File: src/rtl/and_module_pkg.sv
// Shared constants for the and_module block: default operand width and the
// width of the accepted-pair counter.
package and_module_pkg;

  localparam int AND_DEFAULT_WIDTH = 1;
  localparam int AND_CNT_WIDTH     = 16;

endpackage : and_module_pkg

File: src/rtl/and_module_pipe_reg.sv
// One-entry valid/ready output register. Accepts a word when the slot is
// empty or being drained in the same cycle, so it sustains one word per
// cycle under continuous flow. Synchronous active-high reset drops any
// pending word and holds in_ready low.
module and_module_pipe_reg #(
  parameter int W = 1
) (
  input  logic         clk,
  input  logic         rst,
  input  logic         in_valid,
  output logic         in_ready,
  input  logic [W-1:0] in_data,
  output logic         out_valid,
  input  logic         out_ready,
  output logic [W-1:0] out_data
);

  logic accept;

  assign in_ready = !rst && (!out_valid || out_ready);
  assign accept   = in_valid && in_ready;

  // Slot update: load on accept, clear on drain, hold under back-pressure.
  // NOTE: sequential state is written with <= so every flop samples the
  // pre-edge values; blocking = here would create order-dependent races.
  always_ff @(posedge clk) begin
    if (rst) begin
      out_valid <= 1'b0;
      out_data  <= '0;
    end else if (accept) begin
      out_valid <= 1'b1;
      out_data  <= in_data;
    end else if (out_ready) begin
      out_valid <= 1'b0;
    end
  end

endmodule : and_module_pipe_reg

File: src/rtl/and_module.sv
// Bitwise AND with a combinational result z and a registered, valid/ready
// handshaked copy z_q, plus a wrapping 16-bit count of accepted pairs.
// Optional feature macro: AND_MODULE_REDUCE_EN adds z_all (AND-reduction of
// a & b) and z_all_q (its registered copy, stored alongside z_q).
module and_module
  import and_module_pkg::*;
#(
  parameter int WIDTH = AND_DEFAULT_WIDTH
) (
  input  logic                     clk,
  input  logic                     rst,
  input  logic [WIDTH-1:0]         a,
  input  logic [WIDTH-1:0]         b,
  output logic [WIDTH-1:0]         z,
  input  logic                     in_valid,
  output logic                     in_ready,
  output logic [WIDTH-1:0]         z_q,
  output logic                     out_valid,
  input  logic                     out_ready,
`ifdef AND_MODULE_REDUCE_EN
  output logic                     z_all,
  output logic                     z_all_q,
`endif
  output logic [AND_CNT_WIDTH-1:0] acc_count
);

`ifdef AND_MODULE_REDUCE_EN
  localparam int PW = WIDTH + 1;
`else
  localparam int PW = WIDTH;
`endif

  logic [PW-1:0] pipe_in;
  logic [PW-1:0] pipe_out;
  logic          accept;

  // The combinational path ignores clock, reset and handshake entirely.
  assign z      = a & b;
  assign accept = in_valid && in_ready;

`ifdef AND_MODULE_REDUCE_EN
  assign z_all   = &z;
  assign pipe_in = {z_all, z};
  assign z_q     = pipe_out[WIDTH-1:0];
  assign z_all_q = pipe_out[WIDTH];
`else
  assign pipe_in = z;
  assign z_q     = pipe_out;
`endif

  and_module_pipe_reg #(
    .W (PW)
  ) u_pipe_reg (
    .clk       (clk),
    .rst       (rst),
    .in_valid  (in_valid),
    .in_ready  (in_ready),
    .in_data   (pipe_in),
    .out_valid (out_valid),
    .out_ready (out_ready),
    .out_data  (pipe_out)
  );

  // Accepted-pair counter; wraps naturally at 2**AND_CNT_WIDTH.
  always_ff @(posedge clk) begin
    if (rst) begin
      acc_count <= '0;
    end else if (accept) begin
      acc_count <= acc_count + 1'b1;
    end
  end

endmodule : and_module

File: config.mk
export PLATFORM = sky130hd
export DESIGN_NAME = and_module
export DESIGN_NICKNAME = d
export VERILOG_FILES = /design/src/rtl/and_module_pkg.sv /design/src/rtl/and_module_pipe_reg.sv /design/src/rtl/and_module.sv
export SDC_FILE = /design/constraint.sdc
export NUM_CORES = 1
export LEC_CHECK = 0
export CORE_MARGIN = 4
export CORE_UTILIZATION = 41
export CTS_BUF_LIST = sky130_fd_sc_hd__clkbuf_8 sky130_fd_sc_hd__clkbuf_16
export DETAILED_ROUTE_END_ITERATION = 6
export PLACE_DENSITY = 0.71
export SYNTH_ARGS = -nofsm -noshare
export SYNTH_HDL_FRONTEND = slang
export SYNTH_SLANG_ARGS = --single-unit
export TNS_END_PERCENT = 50
File: constraint.sdc
create_clock -name clk -period 1.6 [get_ports clk]
set_input_delay 0.16 -clock clk [delete_from_list [all_inputs] [get_ports clk]]
set_output_delay 0.16 -clock clk [all_outputs]
set_load 0.02 [all_outputs]
* Yosys cells after proc, flatten, opt, wreduce, memory -nomap -nowiden
Cells that the tools add are included.
** Word-level totals
- Flip-flop bits (word level) :: 18
- Bits in latches :: 0
- Memory bits (writable) :: 0
- ROM bits :: 0
- Output and inout bits :: 20
- Word-level logic and storage cells :: 13
- Memories kept :: 0
** Operators by class
- Add/subtract/negate cells :: 1
- Multiply operators :: 0
- Div/mod/pow operators :: 0
- Magnitude comparators :: 0
- Equality and inequality tests :: 0
- Shift operators :: 0
- Mux-type cells :: 2
- Bitwise gates (word level) :: 1
- Reduce and logical (&&, ||, !) cells :: 6
** Operator list (number)
- $add A16 B1 Y16 const B :: 1
- $logic_and A1 B1 Y1 :: 2
- $logic_not A1 Y1 :: 2
- $mux W1 :: 2
- $reduce_bool A2 Y1 :: 1
- $and A1 B1 Y1 :: 1
- $logic_or A1 B1 Y1 :: 1

* Longest topological paths before layout
- Depth in word-level cells :: 5
- Gate-level depth with buffers :: 6
- Gate-level depth less buffers :: 5

* Modules after synthesis
From an unflattened synthesis, not the netlist that was laid out.
** Second synthesis, totals
- Cell total of the unflattened synthesis :: 92
- Area total of the unflattened synthesis :: 810.8 um^2
** Modules (own cells, without submodules)
- and_module :: instances 1, cells each 82, area an instance 728.2 um^2, sequential area each 320.3 um^2
- and_module_pipe_reg :: instances 1, cells each 10, area an instance 82.6 um^2, sequential area each 40.0 um^2

* Least setup slack after synthesis
Ideal clock, no wire load.
- Path type :: register -> register
- Start point :: reg acc_count[0]
- End point :: reg acc_count[14]
- Library setup time :: 0.070 ns
- Arrival time :: 1.835 ns
- Path slack :: -0.305 ns
- Cell stages (with the launch flop) :: 7
- Buffers on the path :: 1
- Clock period less this slack :: 1.905 ns
- Path through :: dfxtp_1 -> ha_1 -> nand3_2 -> or3_1 -> buf_2 -> or4_1 -> a21oi_1
** Between the ends
- Longest elaborated chain between the ends :: 1
** Ends and longest elaborated chain
- from (decl) :: RTL line and_module.sv:24 : output logic [AND_CNT_WIDTH-1:0] acc_count
- from (signal assigned) :: RTL line and_module.sv:69 : acc_count <= acc_count + 1'b1;
- $add A16 B1 Y16 :: RTL line and_module.sv:69
Every way passes these cells.
A chain may end at the register's enable or synchronous reset.

* Final worst setup path
- Start point :: reg acc_count[1]
- End point :: reg acc_count[12]
Same word-level chain as after synthesis.

==> flow_metrics.py <==
metrics = {
    "clock_tree": {
        "root_buffer": "clkbuf_8",
        "clkSinkCount": 18,
        "insertion_delay_ps": 250,
        "cts_made_buffers": 3,
        "cts_max_path_buffers": 2,
        "htreeDepth": 1,
        "cts_setup_buffers": 0,
        "clk_pin_slew_ps": 70,
        "cts_tree": "done",
    },
    "setup_path": {
        "crit_path_max_fanout": 7,
        "cp_cell_sequence": "ha_4, nand3_2, or3_4, nor3b_4, mux2_4",
        "required_ps": 1740,
        "rrSetupSlack_ps": 10,
        "cp-end-kind": "flop",
        "arrival_ps": 1730,
        "path_class": "reg2reg",
        "reg2reg_depth": 5,
        "critical-path-max-stage-delay_ps": 380,
        "r2r-start": "acc_count[1]$_SDFFE_PP0P_",
        "timing.rr.end": "acc_count[12]$_SDFFE_PP0P_",
        "slowest_stage": "or3_4",
        "cp.depth": 5,
        "crit_family": "simple AND/OR/NAND/NOR gates",
        "cp_num_buf_inv": 0,
        "startpoint_type": "flop",
        "worstSetupEndpoint": "acc_count[12]$_SDFFE_PP0P_",
        "cp-startpoint": "acc_count[1]$_SDFFE_PP0P_",
    },
    "timing": {
        "setup_violations": 0,
        "hold_slack_ps": 200,
        "hold_viol_final": 0,
        "grt_setup_unrepaired": "yes",
        "worst_pin_slew_ps": 339,
        "slew_viol_final": 0,
        "finClkSkew_ps": 5.20,
        "timing.fmax_ghz": 0.629,
        "slew_headroom_pct": 77.1,
        "finalCriticalPeriod_ps": 1590,
        "period_share_pct": 99.3,
    },
    "place": {
        "dpl.hpwl_mm": 1.52,
        "placed_cells": 155,
        "io_buffers": 25,
        "gp_routability_congestion": 0.814,
    },
    "cells_and_area": {
        "drive_gt1_share_pct": 26.5,
        "multi_input_area_um2": 517,
        "fin_nets": 140,
        "fillCellCount": 185,
        "diodes": 0,
        "finalNonFillerCells": 159,
        "syn2layout_area_growth_pct": 50.4,
        "regArea_um2": 378,
    },
    "flow_run": {
        "max_cap_viol_count": 0,
    },
    "die": {
        "fp.dieH_um": 54.3,
        "initial_core_util_pct": 43.9,
        "die_area_um2": 2950,
        "io_pins": 26,
        "core_area_um2": 2000,
        "die_w_um": 54.3,
        "num_rows": 16,
    },
    "synth": {
        "yosys.area.top_type": "dfxtp_1",
        "ys_seq_area_share_pct": 41.0,
        "ys_ff_latch": 18,
        "synth.avg_cell_area_um2": 9.06,
        "yosysWarnings": 0,
        "synthFlopType": "dfxtp_1",
        "synth_edf_count": 0,
        "ys_types": 32,
        "synth.top_cell.area_share_pct": 41.0,
        "syn_nets": 104,
        "async_flop_share_pct": 0,
        "synth_area_leaders": "dfxtp_1, xnor2_1, nor2_1",
        "syn_inst": 97,
        "syn_area_um2": 878,
    },
    "drt": {
        "vias": 842,
        "ant_nets": 0,
        "avgViaCountPerCell": 5.30,
        "dr.first_iter.drc_count": 16,
        "wl_per_cell_um": 12.7,
        "firstDrtPassIters": 4,
        "drc_errors": 0,
        "totalWireLength_mm": 2.02,
    },
    "global_routing": {
        "grt_pass1_vias": 773,
        "grt_use_total_pct": 15.5,
        "grt_overflow": 0,
        "grt_pass1_wl_mm": 3.28,
        "antenna_found_initial": 0,
        "grt_start_max_net_pins": 16,
    },
    "pwr": {
        "p_total_uw": 882,
        "power.leakage_nw": 0.470,
        "p_per_area_nw_per_um2": 668,
        "ir_drop_uv": 455,
    },
    "worst_hold_path": {
        "min_path_type": "in2reg",
    },
    "run_status": {
        "status": "complete, no violations",
    },
}
[metal layers]
metal  part of all wire [%]  up-vias  global-route usage (%)
met5                      0        -                       0
met4                   0.94        0                    7.88
met3                    5.5        2                    3.81
met2                     48       25                    25.7
met1                     46      399                    18.4
li1                       -      416                       -
[cells in the final DEF, fill, tap and decap left out, types with 2 or more instances in the layout]
| cell type | synthesis | final |
|---|---|---|
| dfxtp_1 | 18 | 10 |
| or4_1 | 6 | 5 |
| a21oi_1 | 7 | 6 |
| o31ai_1 | 6 | 6 |
| buf_4 | 0 | 11 |
| inv_1 | 1 | 2 |
| or3_4 | 1 | 2 |
| nand2_1 | 4 | 4 |
| nand4_1 | 2 | 2 |
| xnor2_1 | 6 | 6 |
| dfxtp_4 | 0 | 3 |
| nor2_1 | 13 | 13 |
| o21ai_0 | 2 | 2 |
| clkdlybuf4s50_1 | 0 | 22 |
| dlygate4sd2_1 | 0 | 2 |
| nor4b_1 | 2 | 2 |
| dfxtp_2 | 0 | 5 |
| nor4_1 | 2 | 2 |
| nand3_1 | 4 | 4 |
| clkbuf_8 | 0 | 3 |
[cell usage after synthesis, types with 2 or more instances]
cell	n
nor4_1	2
buf_6	2
a21oi_1	7
clkbuf_1	3
nor4b_1	2
nand4_1	2
o31ai_1	6
or4_1	6
or3_1	2
nand3_1	4
nand2_1	4
nor2_1	13
xnor2_1	6
dfxtp_1	18
o21ai_0	2
nor3b_1	2
[registers in the layout (all words and copies together) (netlist names)]
name / flops
u_pipe_reg.out_valid: 1
u_pipe_reg.out_data: 1
acc_count: 16
[what timing repair did]
item                                   in CTS  in global routing
hold buffers                                0                  0
resized for setup                           2                  8
setup endpoints to repair                   6                  8
endpoints found under the hold margin       0                  0
[per-stage QoR]
stage,util (%),TNS (ps),cell area [µm²],worst slack [ps]
2_1_floorplan,-,-292,922,-64.1
3_3_place_gp,62.5,-2280,1250,-275
3_5_place_dp,62.5,-2660,1250,-328
4_1_cts,64.6,-121,1290,-39.6
5_1_grt,66.0,-112,1320,-39.9
6_report,66.0,0,1320,10.6
[how the worst min path moves through the flow]
| stage | startpoint | endpoint | slack (ps) | cells after the start |
|---|---|---|---|---|
| 2_1_floorplan | in_valid | u_pipe_reg.out_valid$_SDFFE_PP0P_ | 280 | 2 |
| 3_3_place_gp | acc_count[15]$_SDFFE_PP0P_ | acc_count[15]$_SDFFE_PP0P_ | 460 | 2 |
| 3_5_place_dp | acc_count[15]$_SDFFE_PP0P_ | acc_count[15]$_SDFFE_PP0P_ | 480 | 2 |
| 4_1_cts | in_valid | u_pipe_reg.out_valid$_SDFFE_PP0P_ | 420 | 3 |
| 5_1_grt | rst | u_pipe_reg.out_valid$_SDFFE_PP0P_ | 230 | 2 |
| 6_report | rst | u_pipe_reg.out_valid$_SDFFE_PP0P_ | 200 | 2 |
[power by group]
| part | leakage, nW | internal [mW] | switching [mW] |
|---|---|---|---|
| sequential | 0.150 | 0.457 | 0.00962 |
| combinational | 0.293 | 0.0537 | 0.0491 |
| clock | 0.0269 | 0.170 | 0.143 |
| total | 0.470 | 0.680 | 0.202 |
[cell families (layout without fill, tap and decap cells)]
| logic type | after synthesis | count (layout) | synth area share (%) |
|---|---|---|---|
| fa+ha+maj | 1 | 1 | 1.42 |
| xor+xnor | 7 | 7 | 6.98 |
| buf+inv | 7 | 42 | 4.84 |
| mux | 2 | 2 | 2.42 |
| flops | 18 | 18 | 41.0 |
| simple gates | 47 | 47 | 33.0 |
| compound gates | 15 | 15 | 10.3 |
[area by class of cell]
type                            instances  share of cell area [%]
Clock inverter                          1                   0.284
Sequential cell                        18                    28.6
Timing Repair Buffer                   37                    26.0
Inverter                                1                   0.284
Tap cell                               27                    2.56
Multi-Input combinational cell         72                    39.1
Clock buffer                            3                    3.12
No activity file was read; power rests on OpenSTA's default activity.
